--- config.mk ---
export PLATFORM = sky130hd
export DESIGN_NAME = jtframe_wirebw_sched
export DESIGN_NICKNAME = d
export VERILOG_FILES = /design/src/rtl/jtframe_wirebw_pkg.sv /design/src/rtl/jtframe_wirebw_tapbuf.sv /design/src/rtl/jtframe_wirebw_sched.sv
export SDC_FILE = /design/constraint.sdc
export NUM_CORES = 1
export LEC_CHECK = 0
export CORE_ASPECT_RATIO = 0.5
export CORE_MARGIN = 3
export CORE_UTILIZATION = 40
export CTS_CLUSTER_DIAMETER = 60
export CTS_CLUSTER_SIZE = 8
export DETAILED_ROUTE_END_ITERATION = 12
export PLACE_DENSITY = 0.64
export REMOVE_ABC_BUFFERS = 1
export SLEW_MARGIN = 5
export SYNTH_ARGS = -nofsm -noshare
export SYNTH_HDL_FRONTEND = slang
export SYNTH_SLANG_ARGS = --single-unit
--- constraint.sdc ---
create_clock -name clk -period 6.35 [get_ports clk]
set_clock_uncertainty 0.05 [all_clocks]
set_input_delay 0.9525 -clock clk [delete_from_list [all_inputs] [get_ports clk]]
set_output_delay 0.9525 -clock clk [all_outputs]
set_load 0.02 [all_outputs]
--- src/rtl/jtframe_wirebw_pkg.sv ---
// Shared types, defaults and helpers for the wire-bandwidth filter scheduler.
package jtframe_wirebw_pkg;

    typedef enum logic [1:0] {
        IDLE  = 2'd0,
        MAC   = 2'd1,
        STORE = 2'd2
    } state_t;

    localparam int unsigned DEF_WIN  = 4;
    localparam int unsigned DEF_WOUT = 5;
    localparam int unsigned DEF_WC   = 5;
    localparam int unsigned DEF_N    = 5;

    // Tap 0 sits in the least significant bits
    localparam logic [DEF_N*DEF_WC-1:0] DEF_COEFF = {5'd0, 5'd7, 5'd20, 5'd7, 5'd0};

    // Working width of ext(); wide enough for any sensible colour depth
    localparam int unsigned EXT_W = 16;

    // Accumulator width: product width plus headroom for up to 8 taps
    function automatic int unsigned aw_calc(input int unsigned win, input int unsigned wc);
        return win + wc + 3;
    endfunction

    // Widen a colour by replicating its top bits into the new LSBs
    function automatic logic [EXT_W-1:0] ext(input logic [EXT_W-1:0] x,
                                             input int unsigned       win,
                                             input int unsigned       wout);
        return (x << (wout - win)) | (x >> (2*win - wout));
    endfunction

endpackage

--- src/rtl/jtframe_wirebw_tapbuf.sv ---
// One channel's sample history: N-deep shift register with an indexed read port.
module jtframe_wirebw_tapbuf #(
    parameter  int unsigned WIN = 4,
    parameter  int unsigned N   = 5,
    localparam int unsigned TW  = $clog2(N)
) (
    input  logic           clk,
    input  logic           rst,
    input  logic           shift,
    input  logic [WIN-1:0] din,
    input  logic [TW-1:0]  idx,
    output logic [WIN-1:0] dout
);

    logic [WIN-1:0] hist [N];

    // Newest sample enters at tap 0, oldest falls off the end
    always_ff @(posedge clk) begin
        if (rst) begin
            for (int i = 0; i < int'(N); i++) hist[i] <= '0;
        end else if (shift) begin
            hist[0] <= din;
            for (int i = 1; i < int'(N); i++) hist[i] <= hist[i-1];
        end
    end

    // Explicit compare mux so a non power-of-two depth never reads out of range
    always_comb begin
        dout = '0;
        for (int i = 0; i < int'(N); i++) begin
            if (idx == TW'(i)) dout = hist[i];
        end
    end

endmodule

--- src/rtl/jtframe_wirebw_sched.sv ---
// Time-shared MAC scheduler for the wire-bandwidth video filter.
// One multiplier walks R, G then B for every sample strobe and commits all
// three results on the same edge. Optional macro JTFRAME_WIREBW_SYNCDLY_EN
// adds a 4-sample sync delay line (used only while filtering).
module jtframe_wirebw_sched
    import jtframe_wirebw_pkg::*;
#(
    parameter int unsigned       WIN   = DEF_WIN,
    parameter int unsigned       WOUT  = DEF_WOUT,
    parameter int unsigned       WC    = DEF_WC,
    parameter int unsigned       N     = DEF_N,
    parameter logic [N*WC-1:0]   COEFF = (N*WC)'(DEF_COEFF)
) (
    input  logic            clk,
    input  logic            rst,
    input  logic            spl_in,
    input  logic            enable,
    input  logic [WIN-1:0]  r_in,
    input  logic [WIN-1:0]  g_in,
    input  logic [WIN-1:0]  b_in,
    input  logic [3:0]      sync_in,
    output logic [WOUT-1:0] r_out,
    output logic [WOUT-1:0] g_out,
    output logic [WOUT-1:0] b_out,
    output logic [3:0]      sync_out,
    output logic            busy,
    output logic            overrun
);

    localparam int unsigned AW = aw_calc(WIN, WC);
    localparam int unsigned TW = $clog2(N);
    localparam int unsigned PW = WC + WIN;
    localparam int unsigned SH = WC - (WOUT - WIN);
    localparam logic [AW-1:0] OMAX = AW'((1 << WOUT) - 1);

    state_t          state, state_nxt;
    logic [AW-1:0]   acc, acc_nxt;
    logic [1:0]      ch, ch_nxt;
    logic [TW-1:0]   tap, tap_nxt;
    logic [WOUT-1:0] pend_r, pend_r_nxt, pend_g, pend_g_nxt;
    logic [WOUT-1:0] res_r, res_r_nxt, res_g, res_g_nxt, res_b, res_b_nxt;
    logic            busy_nxt, overrun_nxt;

    logic [WIN-1:0]  tap_r, tap_g, tap_b, sample;
    logic [WC-1:0]   coef;
    logic [PW-1:0]   prod;
    logic [AW-1:0]   shifted;
    logic [WOUT-1:0] result;

    jtframe_wirebw_tapbuf #(.WIN(WIN), .N(N)) u_tap_r (
        .clk(clk), .rst(rst), .shift(spl_in), .din(r_in), .idx(tap), .dout(tap_r)
    );
    jtframe_wirebw_tapbuf #(.WIN(WIN), .N(N)) u_tap_g (
        .clk(clk), .rst(rst), .shift(spl_in), .din(g_in), .idx(tap), .dout(tap_g)
    );
    jtframe_wirebw_tapbuf #(.WIN(WIN), .N(N)) u_tap_b (
        .clk(clk), .rst(rst), .shift(spl_in), .din(b_in), .idx(tap), .dout(tap_b)
    );

    // Shared datapath: operand select, product and saturated result
    always_comb begin
        case (ch)
            2'd0:    sample = tap_r;
            2'd1:    sample = tap_g;
            default: sample = tap_b;
        endcase
        coef = '0;
        for (int i = 0; i < int'(N); i++) begin
            if (tap == TW'(i)) coef = COEFF[i*WC +: WC];
        end
        prod    = PW'(coef) * PW'(sample);
        shifted = acc >> SH;
        result  = (shifted > OMAX) ? '1 : WOUT'(shifted);
    end

    // Next-state and sequencing; a strobe always overrides the walk in progress
    always_comb begin
        state_nxt   = state;
        acc_nxt     = acc;
        ch_nxt      = ch;
        tap_nxt     = tap;
        pend_r_nxt  = pend_r;
        pend_g_nxt  = pend_g;
        res_r_nxt   = res_r;
        res_g_nxt   = res_g;
        res_b_nxt   = res_b;
        busy_nxt    = busy;
        overrun_nxt = overrun;

        case (state)
            MAC: begin
                acc_nxt = acc + AW'(prod);
                if (tap == TW'(N - 1)) begin
                    tap_nxt   = '0;
                    state_nxt = STORE;
                end else begin
                    tap_nxt = tap + TW'(1);
                end
            end
            STORE: begin
                acc_nxt = '0;
                tap_nxt = '0;
                case (ch)
                    2'd0: begin
                        pend_r_nxt = result;
                        ch_nxt     = 2'd1;
                        state_nxt  = MAC;
                    end
                    2'd1: begin
                        pend_g_nxt = result;
                        ch_nxt     = 2'd2;
                        state_nxt  = MAC;
                    end
                    default: begin
                        res_r_nxt = pend_r;
                        res_g_nxt = pend_g;
                        res_b_nxt = result;
                        ch_nxt    = 2'd0;
                        busy_nxt  = 1'b0;
                        state_nxt = IDLE;
                    end
                endcase
            end
            default: ;
        endcase

        if (spl_in) begin
            if (busy) overrun_nxt = 1'b1;
            // Outputs keep their last committed value when a walk is cut short
            res_r_nxt = res_r;
            res_g_nxt = res_g;
            res_b_nxt = res_b;
            acc_nxt   = '0;
            ch_nxt    = 2'd0;
            tap_nxt   = '0;
            state_nxt = enable ? MAC : IDLE;
            busy_nxt  = enable;
        end
    end

    // State and datapath registers
    always_ff @(posedge clk) begin
        if (rst) begin
            state   <= IDLE;
            acc     <= '0;
            ch      <= '0;
            tap     <= '0;
            pend_r  <= '0;
            pend_g  <= '0;
            res_r   <= '0;
            res_g   <= '0;
            res_b   <= '0;
            busy    <= 1'b0;
            overrun <= 1'b0;
        end else begin
            state   <= state_nxt;
            acc     <= acc_nxt;
            ch      <= ch_nxt;
            tap     <= tap_nxt;
            pend_r  <= pend_r_nxt;
            pend_g  <= pend_g_nxt;
            res_r   <= res_r_nxt;
            res_g   <= res_g_nxt;
            res_b   <= res_b_nxt;
            busy    <= busy_nxt;
            overrun <= overrun_nxt;
        end
    end

    // Bypass follows the live enable so it takes effect without waiting a sample
    assign r_out = enable ? res_r : WOUT'(ext(EXT_W'(r_in), WIN, WOUT));
    assign g_out = enable ? res_g : WOUT'(ext(EXT_W'(g_in), WIN, WOUT));
    assign b_out = enable ? res_b : WOUT'(ext(EXT_W'(b_in), WIN, WOUT));

`ifdef JTFRAME_WIREBW_SYNCDLY_EN
    logic [3:0] sync_dly [4];

    // Sync delay line advancing once per sample
    always_ff @(posedge clk) begin
        if (rst) begin
            for (int i = 0; i < 4; i++) sync_dly[i] <= '0;
        end else if (spl_in) begin
            sync_dly[0] <= sync_in;
            for (int i = 1; i < 4; i++) sync_dly[i] <= sync_dly[i-1];
        end
    end

    assign sync_out = enable ? sync_dly[3] : sync_in;
`else
    assign sync_out = sync_in;
`endif

endmodule

# Yosys cells after proc, flatten, opt, wreduce, memory -nomap -nowiden

Memories as Yosys holds them, arrays and structs flattened.
Index checks and enable logic that the tools add are counted.
W data, S select, Z words.

Register bits after elaboration: 46
Bits in writable memories: 60
Input port bits: 20
Memories kept: 3

Add/sub/neg operators: 2
$mul: 1
Magnitude comparators: 1
Equality and inequality tests: 9
Muxes and demuxes: 56
Bitwise gates (word level): 20
Reduce and logical (&&, ||, !) cells: 13

Memory list:

| memory       | words | width | read ports | clocked after memory_dff | write ports | RTL line                    | source |
|---|---|---|---|---|---|---|---|
| u_tap_b.hist | 5     | 4     | 5          | 0                        | 5           | jtframe_wirebw_tapbuf.sv:15 | `logic [WIN-1:0] hist [N];` |
| u_tap_g.hist | 5     | 4     | 5          | 0                        | 5           | jtframe_wirebw_tapbuf.sv:15 |  |
| u_tap_r.hist | 5     | 4     | 5          | 0                        | 5           | jtframe_wirebw_tapbuf.sv:15 |  |

Operators by type and width:

| kind                  | count |
|---|---|
| $mux W4               | 30 |
| $mux W5               | 7 |
| $pmux W12 S2          | 1 |
| $or A1 B1 Y1          | 15 |
| $or A5 B1 Y5          | 3 |
| $add A12 B9 Y12       | 1 |
| $mux W1               | 10 |
| $reduce_and A2 Y1     | 5 |
| $mul A5 B4 Y9         | 1 |
| $gt A8 B5 Y1 const B  | 1 |
| $pmux W2 S2           | 2 |
| $pmux W4 S2           | 1 |
| $eq A3 B2 Y1 const B  | 2 |
| $mux W3               | 2 |
| $pmux W3 S2           | 1 |
| $eq A2 B1 Y1 const B  | 2 |
| $mux W2               | 2 |
| $reduce_bool A2 Y1    | 2 |
| $reduce_or A2 Y1      | 2 |
| $add A3 B1 Y3 const B | 1 |
| $eq A3 B1 Y1 const B  | 1 |
| $eq A3 B3 Y1 const B  | 1 |
| $logic_not A3 Y1      | 1 |
| $ne A3 B3 Y1 const B  | 1 |
| 6 further kinds       | 7 |

# Longest topological paths before layout

Gate-level depths: netlist (run 1).

Depth in word-level cells: 10
Gate-level depth with buffers: 21

# Modules after synthesis

From an unflattened synthesis (run 1), not the netlist that was laid out.

Cell total of the unflattened synthesis: 584
Area, all modules: 5,808.1 µm²

By module, submodules not included:

| module                | instances | cells an instance | area an instance (µm²) | sequential area each (µm²) |
|---|---|---|---|---|
| jtframe_wirebw_sched  | 1         | 368               | 2,951.6                | 920.9 |
| jtframe_wirebw_tapbuf | 3         | 72                | 952.2                  | 600.6 |

# Least setup slack after synthesis (run 1)

No wires, ideal clock.

Kind: reg-to-reg
From: reg tap[2]
To: reg acc[8]
Setup time: 62 ps
Arrival: 4,816 ps
Required time: 6,238 ps
Slack: 1,421 ps
Cell stages (with the launch flop): 22
Path buffers: 3
Clock period less this slack: 4,929 ps
Path through: dfxtp_1 > buf_6 > inv_1 > ha_1 > buf_6 > or3b_1 > buf_6 > nor2_2 > nor4b_1 > nor4_2 > nor2_1 > fa_1 > inv_1 > fa_1 > fa_1 > inv_1 > ha_1 > and2_4 > a221oi_4 > a21oi_1 > or4b_1 > nand3_1

Longest elaborated chain between the ends: 10

RTL lines:

| element                  | RTL line                    | source |
|---|---|---|
| start: declaration       | jtframe_wirebw_sched.sv:39  | `logic [TW-1:0] tap, tap_nxt;` |
| start signal: assignment | jtframe_wirebw_sched.sv:159 | `tap <= tap_nxt;` |
| $logic_not A3 Y1         | jtframe_wirebw_tapbuf.sv:31 | `if (idx == TW'(i)) dout = hist[i];` |
| $mux W4 (5 in a row)     | jtframe_wirebw_tapbuf.sv:31 |  |
| $pmux W4 S2              | jtframe_wirebw_sched.sv:62  | `case (ch)` |
| $mul A5 B4 Y9 *          | jtframe_wirebw_sched.sv:71  | `prod = PW'(coef) * PW'(sample);` |
| $add A12 B9 Y12 *        | jtframe_wirebw_sched.sv:92  | `acc_nxt = acc + AW'(prod);` |
| $pmux W12 S2 *           | jtframe_wirebw_sched.sv:90  | `case (state)` |
| end signal: assignment   | jtframe_wirebw_sched.sv:157 | `acc <= acc_nxt;` |
| end: declaration         | jtframe_wirebw_sched.sv:37  | `logic [AW-1:0] acc, acc_nxt;` |

Every way passes the cells marked *; elsewhere a longest branch is shown, timed or not.
A chain may end at the register's enable or synchronous reset.

# Worst setup path in the final report (run 1)

Ends and elaborated chain as after synthesis.

==> summary.md, run 1 <==
| Metric | Value |
|---|---|
| Outcome | `finished clean` |
| Max Root-Sink Buffers | `2` |
| Vias in the first global route | `approximately 3.9k` |
| First-pass GRT wire length | `about 20 mm` |
| Grt met3 use | `3.275%` |
| Placed Area | `0.006095 mm²` |
| GRT busiest layer | `met2` |
| Fin crit share | `between 80% and 90%` |
| Setup crit start kind | `flop` |
| Most frequent cells in the layout | `64 x and2_1, 60 x nor2_1, 60 x edfxtp_1, 55 x nand2_1, 46 x dfxtp_1` |
| DRT antenna net count | `0` |
| H-tree depth | `3` |
| CP Data Required Time | `6600 ps` |
| Crit path capture type | `flop` |
| CTS tree | `yes` |
| YS warnings | `0` |
| Global Route met1 Usage | `23.75%` |
| Hold path start | `pend_r[0]` |
| Peak supply drop | `between 100 and 150 µV` |
| All-Layer GR Usage | `15.94%` |
| Total die area | `0.01577 mm²` |
| WS Path Type | `flop to flop` |
| Worst-Margin Slew | `approximately 1300 ps` |
| Leakage power total | `between 2 and 2.5 nW` |
| Synth async-reset ratio | `0%` |
| Syn Std Cell Area | `between 0.005 and 0.006 mm²` |
| CP Cell Sequence | `inv_1, ha_1, or3b_1, nor2_2, nor4b_1, nor4_2, nor2_1, fa_1, inv_1, fa_1, fa_1, inv_1, ha_1, and2_4, a221oi_4, a21oi_1, or4b_1, nand3_1` |
| RR Endpoint | `acc[8]` |
| TritonCTS Buffers | `9` |
| Max Slew Vio Count | `0` |
| RSZ-0062 raised after global routing | `false` |
| WL final | `roughly 12 mm` |
| Worst min path class | `flop to flop` |
| Starting Density | `just over 40%` |
| Max_slew headroom | `between 10% and 20%` |
| Commonest non-fill, non-tap cell in the layout | `and2_1` |
| Hold-critical path depth | `2` |
| CTS Root Cell | `clkbuf_16` |
| Fmax | `between 150 and 200 MHz` |
| Seq/Total Area, Yosys | `between 40 and 50%` |
| Placer Congestion | `around 0.83` |
| Setup Buffers After CTS | `0` |
| Met2 Use GR | `approximately a quarter` |
| RR Startpoint | `tap[2]` |
| CTS resizes | `0` |
| Via Count | `4144` |
| FF-to-FF setup slack | `roughly 640 ps` |
| Layout area overhead | `12.50%` |
| Cts hold-fix bufs | `0` |
| Wire per inst | `15.38 µm` |
| Distinct cell type count after synthesis | `56` |
| Worst skew pair latency | `about 360 ps` |
| Reg2Reg Depth | `18` |
| WP buf/inv | `3` |
| Synthesized instance count | `~580` |
| # DRC | `0` |
| Number of synthesized flops with an enable pin | `60` |
| Yosys reg bits | `106` |
| Chip height | `~90 µm` |
| Final WS setup | `~640 ps` |
| Placeable core region | `around 0.014 mm²` |
| Initial detailed-routing violation count | `between 300 and 400` |
| GRT overflow | `0` |
| Share of post-route cells with drive strength above 1 | `under 10%` |
| Hold endpoint | `res_r[0]` |
| Via density | `5.252` |
| Pre-antenna DRT Iters | `6` |
| Crit path largest cell delay | `between 600 and 700 ps` |
| HPWL Detailed | `8.543 mm` |
| Cell Rows | `30` |
| Clock transition at path regs | `about 80 ps` |
| Final Hold Fails | `0` |
| Final setup viols | `0` |
| Post-Place Setup Slack | `roughly 710 ps` |
| CP max stage cell | `or3b_1` |
| N_diodes | `0` |
| Die width | `~170 µm` |
| Clock Sinks | `around 110` |
| Port Buffers | `32` |
| Avg Cell Area, Syn | `slightly below 10 µm²` |
| Power per cell area | `between 200 and 250 mW/mm²` |
| Post-route setup TNS | `0 ps` |
| IO Pins | `about 40` |
| Final nets | `~650` |
| Largest net degree at the start of global routing | `61` |
| Final min period | `approximately 5700 ps` |
| Max_cap viols | `0` |
| Crit path max-delay family | `adder cells` |
| Main flop type after synthesis | `edfxtp_1` |
| Critical Path AT | `just under 6000 ps` |
| Crit path max fanout | `19` |
| Final Cell Area | `roughly 0.0064 mm²` |
| Antenna violations before repair | `0` |
power breakdown:
part | switching (W) | internal, W | leakage, nW
Combinational | 0.0000597 | 0.0000474 | 1.28
Clock | 0.000269 | 0.000298 | 0.151
Sequential | 0.0000149 | 0.000754 | 1.03
worst max-delay path by stage:
stage / from / slack, ps / to / depth (start not counted)
floorplan: tap[2] / 1270 / acc[8] / 18
global placement: tap[2] / 910 / acc[8] / 18
detailed placement: tap[2] / 710 / acc[8] / 18
CTS: tap[2] / 670 / acc[8] / 18
global route: tap[2] / 260 / acc[8] / 18
finish: tap[2] / 640 / acc[8] / 18
metal layers:
metal	routed length (µm)	part of all wire, %
met1	6093	50
met2	5378	44
met3	550	4.5
met4	112	0.92
met5	0	0
registers in the layout, summed over array words and instances, names as in the netlist, 2 cells and up:
| register | cells |
|---|---|
| pend_r | 5 |
| u_tap_r.hist | 20 |
| state | 2 |
| u_tap_g.hist | 20 |
| tap | 3 |
| res_g | 5 |
| ch | 2 |
| acc | 12 |
| res_r | 5 |
| res_b | 5 |
| u_tap_b.hist | 20 |
| pend_g | 5 |
cell type report:
type                    instances  area, µm²
fillers                      1300       7342
flip-flops and latches        106       2723
multi-input cells             398       2624
clock inverters                 6      51.30
well taps                     192      240.2
inverters                      40      150.1
clock buffers                  10      250.2
repair buffers                 37      357.8
worst reg2reg max path, stage by stage (launching register included):
cell	delay (ps)
dfxtp_1	530
inv_1	180
ha_1	450
or3b_1	610
nor2_2	150
nor4b_1	70
nor4_2	370
nor2_1	150
fa_1	450
inv_1	80
fa_1	450
fa_1	520
inv_1	40
ha_1	340
and2_4	190
a221oi_4	290
a21oi_1	120
or4b_1	520
nand3_1	90
synth_stat cells (all sizes together), types with 5 or more instances:
library cell  count  share of area (%)
nand3            13                1.1
nor2b             5               0.55
mux2              9                1.8
dfxtp            46                 16
o311ai            8                1.2
a211oi           17                2.2
nand2b            9               0.99
fa                9                3.2
inv              40                2.6
and2             65                7.2
clkbuf           20                1.3
nand2            55                3.6
a21oi            43                3.8
nor2             61                4.1
a211o             8                1.2
o221ai            5               0.77
buf              18                2.0
edfxtp           60                 32
o21ai            12                1.1
ha               25                5.5
logic make-up after synthesis:
logic type | Yosys count | synth area share (%)
AND/OR/NAND/NOR | 239 | 21.79
AO/OA/AOI/OAI | 114 | 13.53
flip-flops | 106 | 47.89
buffers and inverters | 78 | 6.008
adder cells (fa/ha/maj) | 34 | 8.671
multiplexers | 10 | 1.959
XOR/XNOR | 1 | 0.1541
stage by stage:
step / power [W] / hold slack [ps] / utilization (%) / std cells
floorplan: 0.0008395 / 376.2 / - / 544
global placement: 0.0008908 / 388.6 / 44.36 / 773
detailed placement: 0.0008914 / 397.2 / 44.36 / 773
CTS: 0.001458 / 408.4 / 46.56 / 789
global route: 0.001493 / 430.3 / 46.56 / 789
finish: 0.001443 / 405.3 / 46.56 / 789
(Power assumes the default switching activity.)
==> run 2, diff against run 1 <==
==> constraint.sdc (replaced) <==
create_clock -name clk -period 5.9 [get_ports clk]
set_clock_uncertainty 0.05 [all_clocks]
set_input_delay 0.885 -clock clk [delete_from_list [all_inputs] [get_ports clk]]
set_output_delay 0.885 -clock clk [all_outputs]
set_load 0.02 [all_outputs]
==> summary.md, run 2 (same netlist as run 1, synthesis figures left out) <==
| Metric | Value |
|---|---|
| Hold_ws | `403.3 ps (-1.940 ps)` |
| Max Slew Vio Count | `0 (unchanged)` |
| Fmax | `182.1 MHz (+4.1%)` |
| Peak supply drop | `120.4 µV (+2.3%)` |
| Final min period | `5492 ps (-222.6 ps)` |
| Hold path start | `pend_r[0]` |
| TritonCTS Buffers | `9 (unchanged)` |
| First-pass GRT wire length | `20.64 mm (+2.0%)` |
| RR Endpoint | `acc[8]` |
| Total die area | `0.01577 mm² (unchanged)` |
| Starting Density | `41.38% (unchanged)` |
| CP Data Required Time | `6150 ps (-450 ps)` |
| Initial detailed-routing violation count | `270 (-20%)` |
| WL final | `12.43 mm (+2.5%)` |
| CTS tree | `yes` |
| Port Buffers | `32 (unchanged)` |
| Pre-antenna DRT Iters | `4 (-2)` |
| H-tree depth | `3 (unchanged)` |
| Largest net degree at the start of global routing | `61 (unchanged)` |
| Final nets | `650 (+0.62%)` |
| Clock Sinks | `106 (unchanged)` |
| Clock transition at path regs | `80 ps (about the same)` |
| Fillers | `1308 (+0.62%)` |
| Power per cell area | `241.7 mW/mm² (+7.1%)` |
| Max Root-Sink Buffers | `2 (unchanged)` |
| FF-to-FF setup slack | `410 ps (-230 ps)` |
| Int Pwr | `0.001184 W (+7.7%)` |
| Hold-critical path depth | `2 (unchanged)` |
| Post-route setup TNS | `0 ps (unchanged)` |
| Crit path max fanout | `15 (-4)` |
| CTS Root Cell | `clkbuf_16` |
| Share of post-route cells with drive strength above 1 | `7.488% (+0.95 points)` |
| Cell Rows | `30 (unchanged)` |
| WS Path Type | `flop to flop` |
| Worst min path class | `flop to flop` |
| Fin crit share | `93.09% (+3.1 points)` |
| Regs by FF count | `u_tap_b.hist x20, u_tap_g.hist x20, u_tap_r.hist x20` |
| Commonest non-fill, non-tap cell in the layout | `and2_1` |
| Placer Congestion | `0.8831 (+5.8%)` |
| Final Hold Fails | `0 (unchanged)` |
| Crit path capture type | `flop` |
| IO Pins | `41 (unchanged)` |
| Crit path largest cell delay | `520 ps (-90 ps)` |
| HPWL Detailed | `8.803 mm (+3.0%)` |
| Cts hold-fix bufs | `0 (unchanged)` |
| Outcome | `finished clean` |
| Flop pwr share | `53.3% (about the same)` |
| Wire per inst | `15.68 µm (+1.9%)` |
| Die width | `174.6 µm (unchanged)` |
| Most frequent cells in the layout | `63 x and2_1, 60 x nor2_1, 60 x edfxtp_1, 55 x nand2_1, 45 x dfxtp_1` |
| Worst skew pair latency | `350 ps (about the same)` |
| Hold endpoint | `res_r[0]` |
| Antenna violations before repair | `0 (unchanged)` |
| CP max stage cell | `or4b_1` |
| Reg2Reg Depth | `18 (unchanged)` |
| Via density | `5.190 (-1.2%)` |
| All-Layer GR Usage | `16.23% (+0.29 points)` |
| CP Cell Sequence | `inv_1, ha_1, and3b_1, a2111oi_1, nor4b_1, nor4_2, nor2_1, fa_1, inv_1, fa_1, fa_1, inv_1, ha_1, and2_4, a221oi_4, a21oi_1, or4b_1, nand3_1` |
| Setup crit start kind | `flop` |
| Combinational Power Share | `7.5% (about the same)` |
| Worst-Margin Slew | `1186 ps (-82.94 ps)` |
| Vias in the first global route | `4006 (+3.9%)` |
| RSZ-0062 raised after global routing | `false` |
| Via Count | `4116 (-0.68%)` |
| DRT antenna net count | `0 (unchanged)` |
| Switching part of the total power | `23.81% (about the same)` |
| Critical Path AT | `5750 ps (-210 ps)` |
| Sw Pwr | `0.0003701 W (+7.6%)` |
| Final setup viols | `0 (unchanged)` |
| Max_cap viols | `0 (unchanged)` |
| Placeable core region | `0.01374 mm² (unchanged)` |
| Max_slew headroom | `20.63% (+5.5 points)` |
| RR Startpoint | `tap[1]` |
| Chip height | `90.30 µm (unchanged)` |
| Clock network fraction of design power | `39.2% (about the same)` |
| N_diodes | `0 (unchanged)` |
| Layout area overhead | `13.09%` |
| # DRC | `0 (unchanged)` |
| Leakage power total | `2.484 nW (+0.88%)` |
| GRT overflow | `0 (unchanged)` |
run 2: worst max path at each step:
stage / startpoint / to / slack, ps / cells after the start
finish: tap[1] / acc[8] / 410 / 18
global route: tap[2] / acc[8] / 40 / 19
CTS: tap[2] / acc[8] / 290 / 18
detailed placement: tap[2] / acc[8] / 320 / 18
global placement: tap[2] / acc[8] / 470 / 18
floorplan: tap[2] / acc[8] / 820 / 18
run 2: power by group through the flow:
stage / Combinational (W) / Clock [W] / Sequential, W
3_3_place_gp: 0.000116 / 0 / 0.000845
2_1_floorplan: 0.0000665 / 0 / 0.000837
4_1_cts: 0.000118 / 0.000622 / 0.000828
5_1_grt: 0.000129 / 0.000652 / 0.000831
6_report: 0.000117 / 0.000609 / 0.000829
3_5_place_dp: 0.000117 / 0 / 0.000844
run 2: timing repair:
item	4_1_cts	5_1_grt
buffers inserted	0	0
setup endpoints to repair	0	2
gates resized for setup	0	3
run 2: layer usage:
metal  share of wire, %  vias to the layer above  GRT usage, %  wire, µm
met2                 45                       87         25.00      5610
met1                 50                     1962         23.29      6214
met4               0.61                        0         3.714        76
met5                  0                        -             0         0
met3                4.3                        7         3.862       529
li1                   -                     2060             -         -
run 2: final cells by class:
cell class / instances / area, µm² / area share, %
flip-flops and latches: 106 / 2724 / 42.36
clock buffers: 10 / 250.2 / 3.892
multi-input cells: 398 / 2626 / 40.84
well taps: 192 / 240.2 / 3.736
repair buffers: 41 / 387.9 / 6.032
inverters: 40 / 150.1 / 2.335
clock inverters: 6 / 51.30 / 0.7978
run 2: through the flow:
stage	total power, W	utilization, %	instances	area (µm²)	setup slack [ps]
2_1_floorplan	0.0009036	-	544	5494	824.0
3_3_place_gp	0.0009607	44.58	777	6125	465.7
3_5_place_dp	0.0009615	44.58	777	6125	321.1
4_1_cts	0.001568	46.78	793	6426	294.4
5_1_grt	0.001612	46.80	793	6430	37.23
6_report	0.001554	46.80	793	6430	407.7
run 2: critical path, delay by kind of cell (launching register included):
family	cells	cell delay, ps
compound gates	3	850
fa+ha+maj	5	2230
buf+inv	3	210
flops	1	340
simple gates	7	1760
==> run 3, diff against run 2 <==
--- a/config.mk
+++ b/config.mk
@@ -13,6 +13,7 @@
 export DETAILED_ROUTE_END_ITERATION = 12
 export PLACE_DENSITY = 0.64
 export REMOVE_ABC_BUFFERS = 1
+export SKIP_LAST_GASP = 1
 export SLEW_MARGIN = 5
 export SYNTH_ARGS = -nofsm -noshare
 export SYNTH_HDL_FRONTEND = slang
==> results of run 3 <==
The final DEF is identical to that of run 2; final timing and power are the same.
